--- config.mk ---
export PLATFORM = sky130hd
export DESIGN_NAME = mole_game_core
export DESIGN_NICKNAME = d
export VERILOG_FILES = /design/src/rtl/mole_game_core.sv
export SDC_FILE = /design/constraint.sdc
export NUM_CORES = 1
export LEC_CHECK = 0
export CAP_MARGIN = 10
export CORE_UTILIZATION = 45
export DETAILED_ROUTE_END_ITERATION = 12
export DONT_BUFFER_PORTS = 1
export REMOVE_ABC_BUFFERS = 1
export SYNTH_ARGS = -nofsm -noshare
export SYNTH_HDL_FRONTEND = slang
export SYNTH_SLANG_ARGS = --single-unit
export TNS_END_PERCENT = 5
--- constraint.sdc ---
create_clock -name clk -period 5 [get_ports clk]
set_clock_uncertainty 0.2 [all_clocks]
set_input_delay 1.5 -clock clk [delete_from_list [all_inputs] [get_ports clk]]
set_output_delay 1.5 -clock clk [all_outputs]
set_load 0.02 [all_outputs]
--- src/rtl/mole_game_core.sv ---
// mole_game_core: whack-a-mole game engine.
//   Round FSM (PREPARE / PLAY / END_TIMEOUT / END_WIN), countdown timer built
//   from a clk prescaler, LFSR-driven target spawner with SLOTS simultaneous
//   targets over NUM_HOLES holes, per-target lifetime and hit/miss/penalty scoring.
// Ports:
//   clk, rst       system clock, synchronous active-high reset
//   btn_start      start/acknowledge button level (rising edge acts)
//   key            key levels, bit i = hole i pressed
//   state          1=PREPARE 2=PLAY 0=END_TIMEOUT 3=END_WIN
//   time_left      seconds remaining
//   score          current score
//   target_mask    bit i = live target at hole i
//   target_color   2-bit {R,G} per hole (point value), 0 where no target
//   boom_mask      bit i = hole i showing hit explosion
//   hit_pulse      one-cycle pulse per scored hit
//   miss_pulse     one-cycle pulse per cycle with at least one expiry
module mole_game_core #(
    parameter int NUM_HOLES     = 16,
    parameter int SLOTS         = 2,
    parameter int CYC_PER_TICK  = 1000,
    parameter int TICKS_PER_SEC = 1000,
    parameter int GAME_SECONDS  = 59,
    parameter int WIN_SCORE     = 19,
    parameter int LIFE_TICKS    = 1000,
    parameter int BOOM_TICKS    = 200,
    parameter int PENALTY       = 1,
    parameter int SCORE_W       = 8
) (
    input  logic                   clk,
    input  logic                   rst,
    input  logic                   btn_start,
    input  logic [NUM_HOLES-1:0]   key,
    output logic [1:0]             state,
    output logic [7:0]             time_left,
    output logic [SCORE_W-1:0]     score,
    output logic [NUM_HOLES-1:0]   target_mask,
    output logic [2*NUM_HOLES-1:0] target_color,
    output logic [NUM_HOLES-1:0]   boom_mask,
    output logic                   hit_pulse,
    output logic                   miss_pulse
);

    localparam int POS_W   = $clog2(NUM_HOLES);
    localparam int CNT_MAX = (LIFE_TICKS > BOOM_TICKS) ? LIFE_TICKS : BOOM_TICKS;
    localparam int CNT_W   = $clog2(CNT_MAX + 1);
    localparam int CYC_W   = $clog2(CYC_PER_TICK + 1);
    localparam int TICK_W  = $clog2(TICKS_PER_SEC + 1);

    typedef enum logic [1:0] {
        ST_END_TIMEOUT = 2'd0,
        ST_PREPARE     = 2'd1,
        ST_PLAY        = 2'd2,
        ST_END_WIN     = 2'd3
    } state_e;

    typedef enum logic [1:0] {
        SL_EMPTY = 2'd0,
        SL_UP    = 2'd1,
        SL_BOOM  = 2'd2
    } slot_e;

    // Fibonacci LFSR, taps 16,14,13,11
    function automatic logic [15:0] lfsr_next(input logic [15:0] v);
        return {v[14:0], v[15] ^ v[13] ^ v[12] ^ v[10]};
    endfunction

    function automatic logic [SCORE_W-1:0] sat_add(input logic [SCORE_W-1:0] a, input logic [1:0] b);
        logic [SCORE_W:0] s;
        s = {1'b0, a} + (SCORE_W + 1)'(b);
        return s[SCORE_W] ? {SCORE_W{1'b1}} : s[SCORE_W-1:0];
    endfunction

    function automatic logic [SCORE_W-1:0] sat_sub(input logic [SCORE_W-1:0] a);
        logic [SCORE_W-1:0] p;
        p = SCORE_W'(PENALTY);
        return (a >= p) ? (a - p) : {SCORE_W{1'b0}};
    endfunction

    state_e                 state_q, state_d;
    logic [7:0]             time_left_q, time_left_d;
    logic [SCORE_W-1:0]     score_q, score_d;
    logic [15:0]            lfsr_q, lfsr_d;
    logic [CYC_W-1:0]       cyc_cnt_q, cyc_cnt_d;
    logic [TICK_W-1:0]      tick_cnt_q, tick_cnt_d;
    logic                   btn_q, btn_d;
    logic [NUM_HOLES-1:0]   key_r_q, key_r_d, key_rr_q, key_rr_d;
    logic                   press_q, press_d;
    logic [POS_W-1:0]       press_idx_q, press_idx_d;
    slot_e                  slot_st_q  [SLOTS];
    slot_e                  slot_st_d  [SLOTS];
    logic [POS_W-1:0]       slot_pos_q [SLOTS];
    logic [POS_W-1:0]       slot_pos_d [SLOTS];
    logic [1:0]             slot_col_q [SLOTS];
    logic [1:0]             slot_col_d [SLOTS];
    logic [CNT_W-1:0]       slot_cnt_q [SLOTS];
    logic [CNT_W-1:0]       slot_cnt_d [SLOTS];
    logic [NUM_HOLES-1:0]   target_mask_q, target_mask_d;
    logic [2*NUM_HOLES-1:0] target_color_q, target_color_d;
    logic [NUM_HOLES-1:0]   boom_mask_q, boom_mask_d;
    logic                   hit_pulse_q, hit_pulse_d;
    logic                   miss_pulse_q, miss_pulse_d;

    logic                   btn_rise_s, in_play_s, active_s, tick_s, sec_s;
    logic                   hit_any_s, miss_any_s, seen_empty_s, pos_busy_s;
    logic [1:0]             hit_col_s, new_col_s;
    logic [POS_W-1:0]       new_pos_s;

    // Next-state logic for FSM, timers, key path, slots, score and outputs
    always_comb begin
        btn_d      = btn_start;
        btn_rise_s = btn_start & ~btn_q;
        lfsr_d     = lfsr_next(lfsr_q);
        key_r_d    = key;
        key_rr_d   = key_r_q;
        // a press is a single fresh key: exactly one bit now, nothing the cycle before
        press_d     = $onehot(key_r_q) && (key_rr_q == {NUM_HOLES{1'b0}});
        press_idx_d = {POS_W{1'b0}};
        for (int i = 0; i < NUM_HOLES; i++) begin
            press_idx_d = press_idx_d | (key_r_q[i] ? POS_W'(i) : {POS_W{1'b0}});
        end

        // prescaler runs only in PLAY so the first second is full length
        in_play_s = (state_q == ST_PLAY);
        tick_s    = in_play_s && (cyc_cnt_q == CYC_W'(CYC_PER_TICK - 1));
        sec_s     = tick_s && (tick_cnt_q == TICK_W'(TICKS_PER_SEC - 1));
        if (!in_play_s || tick_s) begin
            cyc_cnt_d = {CYC_W{1'b0}};
        end else begin
            cyc_cnt_d = cyc_cnt_q + CYC_W'(1);
        end
        if (!in_play_s || sec_s) begin
            tick_cnt_d = {TICK_W{1'b0}};
        end else if (tick_s) begin
            tick_cnt_d = tick_cnt_q + TICK_W'(1);
        end else begin
            tick_cnt_d = tick_cnt_q;
        end

        state_d     = state_q;
        time_left_d = time_left_q;
        case (state_q)
            ST_PREPARE: begin
                time_left_d = 8'(GAME_SECONDS);
                if (btn_rise_s) state_d = ST_PLAY;
                else            state_d = ST_PREPARE;
            end
            ST_PLAY: begin
                if (sec_s && (time_left_q != 8'd0)) time_left_d = time_left_q - 8'd1;
                else                                 time_left_d = time_left_q;
                // timeout wins over a simultaneous win
                if (time_left_q == 8'd0)                    state_d = ST_END_TIMEOUT;
                else if (score_q >= SCORE_W'(WIN_SCORE))    state_d = ST_END_WIN;
                else                                        state_d = ST_PLAY;
            end
            ST_END_TIMEOUT: begin
                time_left_d = 8'd0;
                if (btn_rise_s) state_d = ST_PREPARE;
                else            state_d = ST_END_TIMEOUT;
            end
            ST_END_WIN: begin
                if (btn_rise_s) state_d = ST_PREPARE;
                else            state_d = ST_END_WIN;
            end
            default: begin
                state_d = ST_PREPARE;
            end
        endcase

        // slots and score only evolve while the round stays in PLAY
        active_s  = in_play_s && (state_d == ST_PLAY);
        new_pos_s = lfsr_q[POS_W-1:0];
        new_col_s = {lfsr_q[15], ~lfsr_q[15] | lfsr_q[14]};
        pos_busy_s = 1'b0;
        for (int i = 0; i < SLOTS; i++) begin
            pos_busy_s = pos_busy_s | ((slot_st_q[i] != SL_EMPTY) && (slot_pos_q[i] == new_pos_s));
        end

        hit_any_s    = 1'b0;
        miss_any_s   = 1'b0;
        hit_col_s    = 2'b00;
        seen_empty_s = 1'b0;
        for (int i = 0; i < SLOTS; i++) begin
            slot_st_d[i]  = slot_st_q[i];
            slot_pos_d[i] = slot_pos_q[i];
            slot_col_d[i] = slot_col_q[i];
            slot_cnt_d[i] = slot_cnt_q[i];
            if (!active_s) begin
                slot_st_d[i]  = SL_EMPTY;
                slot_cnt_d[i] = {CNT_W{1'b0}};
            end else begin
                case (slot_st_q[i])
                    SL_UP: begin
                        // a hit beats an expiry in the same cycle
                        if (press_q && (press_idx_q == slot_pos_q[i])) begin
                            slot_st_d[i]  = SL_BOOM;
                            slot_cnt_d[i] = CNT_W'(BOOM_TICKS);
                            hit_any_s     = 1'b1;
                            hit_col_s     = slot_col_q[i];
                        end else if (tick_s) begin
                            if (slot_cnt_q[i] <= CNT_W'(1)) begin
                                slot_st_d[i] = SL_EMPTY;
                                miss_any_s   = 1'b1;
                            end else begin
                                slot_cnt_d[i] = slot_cnt_q[i] - CNT_W'(1);
                            end
                        end else begin
                            slot_cnt_d[i] = slot_cnt_q[i];
                        end
                    end
                    SL_BOOM: begin
                        if (tick_s) begin
                            if (slot_cnt_q[i] <= CNT_W'(1)) slot_st_d[i]  = SL_EMPTY;
                            else                            slot_cnt_d[i] = slot_cnt_q[i] - CNT_W'(1);
                        end else begin
                            slot_cnt_d[i] = slot_cnt_q[i];
                        end
                    end
                    SL_EMPTY: begin
                        // only the lowest empty slot may spawn; a busy position skips this tick
                        if (!seen_empty_s) begin
                            seen_empty_s = 1'b1;
                            if (tick_s && !pos_busy_s) begin
                                slot_st_d[i]  = SL_UP;
                                slot_pos_d[i] = new_pos_s;
                                slot_col_d[i] = new_col_s;
                                slot_cnt_d[i] = CNT_W'(LIFE_TICKS);
                            end else begin
                                slot_st_d[i] = SL_EMPTY;
                            end
                        end else begin
                            slot_st_d[i] = SL_EMPTY;
                        end
                    end
                    default: begin
                        slot_st_d[i] = SL_EMPTY;
                    end
                endcase
            end
        end

        hit_pulse_d  = hit_any_s;
        miss_pulse_d = miss_any_s;
        if (state_q == ST_PREPARE) begin
            score_d = {SCORE_W{1'b0}};
        end else if (active_s && press_q) begin
            if (hit_any_s) score_d = sat_add(score_q, hit_col_s);
            else           score_d = sat_sub(score_q);
        end else begin
            score_d = score_q;
        end

        target_mask_d  = {NUM_HOLES{1'b0}};
        target_color_d = {(2*NUM_HOLES){1'b0}};
        boom_mask_d    = {NUM_HOLES{1'b0}};
        for (int i = 0; i < SLOTS; i++) begin
            case (slot_st_d[i])
                SL_UP: begin
                    target_mask_d[slot_pos_d[i]]                 = 1'b1;
                    target_color_d[{slot_pos_d[i], 1'b0} +: 2] = slot_col_d[i];
                end
                SL_BOOM: begin
                    boom_mask_d[slot_pos_d[i]] = 1'b1;
                end
                default: begin
                    boom_mask_d = boom_mask_d;
                end
            endcase
        end
    end

    // State registers with synchronous reset
    always_ff @(posedge clk) begin
        if (rst) begin
            state_q        <= ST_PREPARE;
            time_left_q    <= 8'(GAME_SECONDS);
            score_q        <= {SCORE_W{1'b0}};
            lfsr_q         <= 16'h0001;
            cyc_cnt_q      <= {CYC_W{1'b0}};
            tick_cnt_q     <= {TICK_W{1'b0}};
            btn_q          <= 1'b0;
            key_r_q        <= {NUM_HOLES{1'b0}};
            key_rr_q       <= {NUM_HOLES{1'b0}};
            press_q        <= 1'b0;
            press_idx_q    <= {POS_W{1'b0}};
            target_mask_q  <= {NUM_HOLES{1'b0}};
            target_color_q <= {(2*NUM_HOLES){1'b0}};
            boom_mask_q    <= {NUM_HOLES{1'b0}};
            hit_pulse_q    <= 1'b0;
            miss_pulse_q   <= 1'b0;
            for (int i = 0; i < SLOTS; i++) begin
                slot_st_q[i]  <= SL_EMPTY;
                slot_pos_q[i] <= {POS_W{1'b0}};
                slot_col_q[i] <= 2'b00;
                slot_cnt_q[i] <= {CNT_W{1'b0}};
            end
        end else begin
            state_q        <= state_d;
            time_left_q    <= time_left_d;
            score_q        <= score_d;
            lfsr_q         <= lfsr_d;
            cyc_cnt_q      <= cyc_cnt_d;
            tick_cnt_q     <= tick_cnt_d;
            btn_q          <= btn_d;
            key_r_q        <= key_r_d;
            key_rr_q       <= key_rr_d;
            press_q        <= press_d;
            press_idx_q    <= press_idx_d;
            target_mask_q  <= target_mask_d;
            target_color_q <= target_color_d;
            boom_mask_q    <= boom_mask_d;
            hit_pulse_q    <= hit_pulse_d;
            miss_pulse_q   <= miss_pulse_d;
            for (int i = 0; i < SLOTS; i++) begin
                slot_st_q[i]  <= slot_st_d[i];
                slot_pos_q[i] <= slot_pos_d[i];
                slot_col_q[i] <= slot_col_d[i];
                slot_cnt_q[i] <= slot_cnt_d[i];
            end
        end
    end

    assign state        = state_q;
    assign time_left    = time_left_q;
    assign score        = score_q;
    assign target_mask  = target_mask_q;
    assign target_color = target_color_q;
    assign boom_mask    = boom_mask_q;
    assign hit_pulse    = hit_pulse_q;
    assign miss_pulse   = miss_pulse_q;

endmodule

==> impl_metrics.py, run 1 <==
metrics = {
    "run_status": {
        "status": "finished clean",
    },
    "routing": {
        "drt_first_pass_iters": 7,
        "drc": 0,
        "ant_nets": 0,
        "drtIter0Drc": 610,
        "wl_per_cell_um": 17.3,
        "via_count": 7752,
        "wirelength_um": 23600,
        "vias_per_cell": 5.67,
    },
    "power_and_ir_drop": {
        "p_clk_frac": 0.428,
        "switching_share": 0.237,
        "power.leakage_nw": 3.89,
        "power_density_mw_per_mm2": 293,
        "internal_power_w": 0.00235,
        "p_sw_w": 0.000731,
        "pwr-share-seq": 0.516,
        "p_comb_frac": 0.056,
        "vdd_drop_max_mv": 0.215,
    },
    "finish": {
        "design_area_mm2": 0.0105,
        "finish.net_count": 1136,
        "area_growth_syn_to_layout_pct": 9.77,
        "fill_cells": 2053,
        "antenna_cells": 0,
        "final-instance-count-excl-fill": 1367,
        "drive_above_1_share": 0.103,
    },
    "floorplan": {
        "dieArea_mm2": 0.0219,
        "initial_core_util": 0.457,
        "die_w_um": 148,
        "core_area_mm2": 0.0210,
        "pin_count": 103,
        "die_h_um": 148,
        "rows": 53,
    },
    "setup_path": {
        "worst-r2r-cell-count": 13,
        "crit_fanout": 5,
        "r2r_start": "key_r_q[11]$_SDFF_PP0_",
        "r2r_slack_ns": 0.48,
        "worst_setup_path_start_kind": "flip-flop",
        "required_ns": 5.17,
        "worstPathArrival_ns": 4.69,
        "endpoint_kind": "flip-flop",
        "crit_type": "reg2reg",
        "r2r_end": "press_q$_SDFF_PP0_",
    },
    "hold_path": {
        "min_from": "lfsr_q[8]$_SDFF_PP0_",
        "hold_end": "lfsr_q[9]$_SDFF_PP0_",
        "min_path_cells": 1,
        "hold_class": "reg2reg",
    },
    "logic_synthesis": {
        "yosys_warnings": 0,
        "synth_cells": 1080,
        "ys.flop_type": "dfxtp_1",
        "synth_top_area_share": 0.405,
        "synth_seq_cells": 194,
        "syn_area_mm2": 0.00958,
        "synth_commonest_cells": "dfxtp_1, nor2_1, nand2_1, nor2b_1, a21oi_1",
        "synthArstFlopShare": 0,
        "avgSynthCellArea_um2": 8.87,
        "synth_edf_count": 0,
        "yosysMostFrequentCell": "dfxtp_1",
        "synth.area.top_cells": "dfxtp_1, nor2_1, nor2b_1, ha_1, nand2_1",
        "ys_types": 74,
        "yosysTopAreaCell": "dfxtp_1",
        "ys_seq_area_frac": 0.405,
    },
    "grt": {
        "grt_pass1_vias": 7343,
        "grt.overflow.total": 0,
        "grt_max_degree": 139,
        "grt_usage": 0.227,
        "grt_pass1_wl_um": 39500,
        "antenna_found_initial": 0,
    },
    "clocking": {
        "ctsHoldBuffers": 0,
        "cts_buffers": 17,
        "cts_setup_buffers": 0,
        "cts_tree": "yes",
        "cts_root_buf": "clkbuf_16",
        "clock_tree.buffer_depth": 2,
        "clk_latency_ns": 0.43,
        "clock_sinks": 194,
        "cts_resized": 0,
        "htreeDepth": 4,
        "clkTransAtPathRegs_ns": 0.07,
    },
    "place": {
        "gp_congestion": 0.973,
        "post_dp_cell_area_mm2": 0.00994,
        "post-place-cells": 1335,
        "port_buffers": 0,
        "post-dp-hpwl_um": 17100,
    },
    "timing": {
        "min_period_over_period": 0.903,
        "finalHoldViolCount": 0,
        "min_period_ns": 4.52,
        "tns_ns": 0,
        "max_clock_freq_ghz": 0.221,
        "relSlewSlack": 0.264,
        "grt_setup_unrepaired": "false",
        "hold-worst-slack_ns": 0.243,
        "max_slew.worst_pin.slew_ns": 1.10,
        "setup_viol": 0,
        "slew_viol_final": 0,
    },
    "flow_run": {
        "max-cap-violations": 0,
    },
}
-- logic make-up after synthesis --
logic type               Yosys count  synth area share
AO/OA/AOI/OAI                    168             0.120
XOR/XNOR                          57            0.0521
adder cells (fa/ha/maj)           37            0.0569
buffers and inverters             88            0.0368
flip-flops                       194             0.405
multiplexers                      49            0.0553
AND/OR/NAND/NOR                  487             0.274
-- power by group through the flow --
stage | Clock (W) | Combinational, W | Sequential (W)
floorplan | 0 | 0.000130 | 0.00163
global placement | 0 | 0.000168 | 0.00163
detailed placement | 0 | 0.000172 | 0.00163
CTS | 0.00135 | 0.000174 | 0.00159
global route | 0.00142 | 0.000201 | 0.00159
finish | 0.00132 | 0.000172 | 0.00159
-- registers in the layout, summed over array words and instances, names as in the netlist, 10 cells and up --
register and count:
boom_mask 16, target_color 32, lfsr_q 16, target_mask 16, key_rr_q 16, slot_cnt_q 20, cyc_cnt_q 10, tick_cnt_q 10
key_r_q 16
-- per-layer routing --
metal	track usage	part of all wire	up-vias	routed length [um]
met1	0.325	0.48	3656	11300
li1	-	-	3790	-
met2	0.341	0.44	272	10400
met5	0	0	-	0
met3	0.0392	0.062	34	1470
met4	0.0809	0.020	0	470
-- cell type report --
type / count / area, um2 / share of cell area
repair buffers: 31 / 230 / 0.0219
clock inverters: 13 / 126 / 0.0120
clock buffers: 18 / 439 / 0.0418
multi-input cells: 798 / 5350 / 0.509
inverters: 38 / 143 / 0.0136
flip-flops and latches: 194 / 3880 / 0.369
well taps: 275 / 344 / 0.0327
-- critical path, stage by stage, from the launching register on --
cell and delay, ns:
dfxtp_1 0.36, fa_1 0.55, inv_1 0.05, fa_1 0.47, inv_1 0.05, fa_1 0.47
inv_1 0.05, fa_1 0.47, inv_1 0.04, ha_1 0.19, fa_1 0.42, or4b_2 0.64
nor4_1 0.29, and4_1 0.22
-- per-stage QoR --
stage,utilization,total power (W),setup slack [ns]
after floorplan,-,0.00176,0.244
after global placement,0.475,0.00179,0.598
after detailed placement,0.475,0.00180,0.514
after CTS,0.502,0.00312,0.494
after global routing,0.502,0.00321,0.247
final,0.502,0.00308,0.483
-- cell usage in the layout (no fill, tap or decap), types with 8 or more instances in the layout --
cell,instances
nand2_1,78
nand2b_1,18
nor2b_1,56
nor3_1,32
nand4b_1,8
nor4b_1,12
or4_1,9
nand4_1,11
o22a_1,15
mux2_2,21
dfxtp_1,194
a32oi_1,14
nor4_1,25
a21oi_1,51
inv_1,38
xor2_1,24
ha_1,26
nor2_1,149
mux2i_1,27
or3_1,11
o21ai_0,23
nand3_1,27
clkbuf_16,17
fa_1,11
xnor2_1,33
buf_4,30
-- worst max-delay path by stage --
stage               cells after the start                           to  slack [ns]                       from
floorplan                              14  target_color[31]$_SDFF_PP0_        0.24  time_left[0]$_SDFFE_PP1P_
global placement                       13           press_q$_SDFF_PP0_        0.60     key_r_q[11]$_SDFF_PP0_
detailed placement                     13           press_q$_SDFF_PP0_        0.51     key_r_q[11]$_SDFF_PP0_
CTS                                    13           press_q$_SDFF_PP0_        0.49     key_r_q[11]$_SDFF_PP0_
global route                           13           press_q$_SDFF_PP0_        0.25     key_r_q[11]$_SDFF_PP0_
finish                                 13           press_q$_SDFF_PP0_        0.48     key_r_q[11]$_SDFF_PP0_
Note: power is estimated with default switching activity, not from simulation.
==> run 2: changes to the inputs <==
--- a/config.mk
+++ b/config.mk
@@ -9,7 +9,6 @@
 export CORE_UTILIZATION = 45
 export DETAILED_ROUTE_END_ITERATION = 12
 export DONT_BUFFER_PORTS = 1
-export REMOVE_ABC_BUFFERS = 1
 export SYNTH_ARGS = -nofsm -noshare
 export SYNTH_HDL_FRONTEND = slang
 export SYNTH_SLANG_ARGS = --single-unit
==> run 2 against run 1 <==
- die area unchanged
- sequential share of layout area about the same
- final area about the same
- first-iteration DRC count up 9.3%
- via count down 0.84%
- fmax up 1.6%
- critical endpoint is now target_color[31]$_SDFF_PP0_
- routed wire length up 2.8%
- largest cell class unchanged
- register-to-register slack better by 0.07 ns
- sequential power about the same
- utilization about the same
- highest routed layer unchanged
- clock-buffer cell count down 1
- combinational power about the same
==> impl_metrics.py, run 2 (synthesis results as in run 1) <==
metrics = {
    "logic_synthesis": {
        "synth_fp_nets": 1136,
    },
    "flow_run": {
        "max-cap-violations": 0,
    },
    "clocking": {
        "ctsHoldBuffers": 0,
        "clock_sinks": 194,
        "cts_tree": "yes",
        "cts_buffers": 17,
        "clkTransAtPathRegs_ns": 0.08,
        "cts_root_buf": "clkbuf_16",
        "htreeDepth": 4,
        "clk_latency_ns": 0.44,
        "cts_setup_buffers": 0,
        "clock_tree.buffer_depth": 2,
        "cts_resized": 0,
    },
    "setup_path": {
        "crit_type": "reg2reg",
        "worst_setup_path_start_kind": "flip-flop",
        "crit_fanout": 8,
        "r2r_end": "target_color[31]$_SDFF_PP0_",
        "r2r_slack_ns": 0.55,
        "worstPathArrival_ns": 4.62,
        "worst-r2r-cell-count": 16,
        "endpoint_kind": "flip-flop",
        "required_ns": 5.18,
        "r2r_start": "time_left[0]$_SDFFE_PP1P_",
    },
    "finish": {
        "finish.net_count": 1129,
        "fill_cells": 2008,
        "regArea_mm2": 0.00388,
        "antenna_cells": 0,
        "largest_reg_flops": 32,
        "multi_input_area_mm2": 0.00535,
        "drive_above_1_share": 0.0968,
        "layout_commonest_cell": "dfxtp_1",
        "area_growth_syn_to_layout_pct": 9.72,
        "final_cell_mix": "dfxtp_1, nor2_1, nand2_1, nor2b_1, a21oi_1",
    },
    "place": {
        "port_buffers": 0,
        "gp_congestion": 0.905,
        "post-dp-hpwl_um": 17200,
    },
    "routing": {
        "drc": 0,
        "drt_first_pass_iters": 6,
        "wirelength_um": 24300,
        "drtIter0Drc": 667,
        "ant_nets": 0,
        "via_count": 7687,
        "vias_per_cell": 5.65,
        "wl_per_cell_um": 17.8,
    },
    "grt": {
        "grt_pass1_wl_um": 39700,
        "grt_pass1_vias": 7436,
        "grt_usage": 0.230,
        "grt.overflow.total": 0,
        "antenna_found_initial": 0,
        "grt_max_degree": 139,
    },
    "power_and_ir_drop": {
        "p_comb_frac": 0.054,
        "pwr-share-seq": 0.502,
        "power.leakage_nw": 3.89,
        "p_clk_frac": 0.443,
        "p_sw_w": 0.000803,
        "switching_share": 0.253,
        "internal_power_w": 0.00237,
        "power_density_mw_per_mm2": 302,
        "vdd_drop_max_mv": 0.191,
    },
    "timing": {
        "hold-worst-slack_ns": 0.238,
        "min_period_ns": 4.45,
        "min_period_over_period": 0.889,
        "max_slew.worst_pin.slew_ns": 1.13,
        "max_clock_freq_ghz": 0.225,
        "setup_viol": 0,
        "tns_ns": 0,
        "slew_viol_final": 0,
        "finalHoldViolCount": 0,
        "relSlewSlack": 0.243,
        "grt_setup_unrepaired": "false",
    },
    "floorplan": {
        "pin_count": 103,
        "initial_core_util": 0.457,
        "dieArea_mm2": 0.0219,
        "die_h_um": 148,
        "die_w_um": 148,
        "core_area_mm2": 0.0210,
        "rows": 53,
    },
    "hold_path": {
        "min_path_cells": 1,
        "hold_end": "lfsr_q[6]$_SDFF_PP0_",
        "hold_class": "reg2reg",
        "min_from": "lfsr_q[5]$_SDFF_PP0_",
    },
    "run_status": {
        "status": "finished clean",
    },
}
[run 2: cell type report]
type / instances / area share
clock inverter: 14 / 0.0176
timing repair buffer: 24 / 0.0171
sequential: 194 / 0.370
tap: 275 / 0.0327
clock buffer: 17 / 0.0405
multi-input combinational: 798 / 0.509
inverter: 38 / 0.0136
[run 2: how the worst max path moves through the flow]
stage / from / endpoint / slack, ns
after floorplan: time_left[0]$_SDFFE_PP1P_ / target_color[31]$_SDFF_PP0_ / 0.54
after global routing: time_left[0]$_SDFFE_PP1P_ / target_color[31]$_SDFF_PP0_ / 0.27
after global placement: key_r_q[11]$_SDFF_PP0_ / press_q$_SDFF_PP0_ / 0.65
after detailed placement: key_r_q[11]$_SDFF_PP0_ / press_q$_SDFF_PP0_ / 0.55
final: time_left[0]$_SDFFE_PP1P_ / target_color[31]$_SDFF_PP0_ / 0.55
after CTS: key_r_q[11]$_SDFF_PP0_ / press_q$_SDFF_PP0_ / 0.54
[run 2: stage by stage]
stage / setup WS (ns) / total power (W) / std cells / utilization / area [um2]
final: 0.554 / 0.00317 / 1360 / 0.502 / 10500
after global routing: 0.272 / 0.00329 / 1360 / 0.502 / 10500
after CTS: 0.544 / 0.00320 / 1359 / 0.501 / 10500
after detailed placement: 0.548 / 0.00180 / 1328 / 0.472 / 9890
after global placement: 0.648 / 0.00180 / 1328 / 0.472 / 9890
after floorplan: 0.540 / 0.00177 / 1080 / - / 9580
[run 2: layer usage]
| metal | track usage | part of all wire |
|---|---|---|
| met1 | 0.319 | 0.49 |
| met2 | 0.356 | 0.45 |
| met3 | 0.0565 | 0.052 |
| met4 | 0.0572 | 0.011 |
| met5 | 0 | 0 |
[run 2: critical path: stages (launching register included)]
cell     delay [ns]
dfxtp_1        0.51
inv_1          0.08
ha_1           0.21
nor3b_2        0.17
a31oi_1        0.18
buf_4          0.17
and2_1         0.15
nand4_1        0.36
mux2i_1        0.29
inv_1          0.15
ha_1           0.32
nand2_1        0.08
a21oi_1        0.13
buf_4          0.17
or4bb_1        0.54
or4_1          0.52
a21oi_1        0.14
[run 2: power groups by stage]
stage          logic, W  registers, W  clock network [W]
2_1_floorplan  0.000150       0.00162                  0
4_1_cts        0.000174       0.00159            0.00143
3_5_place_dp   0.000173       0.00163                  0
5_1_grt        0.000200       0.00160            0.00150
6_report       0.000172       0.00159            0.00141
3_3_place_gp   0.000168       0.00163                  0
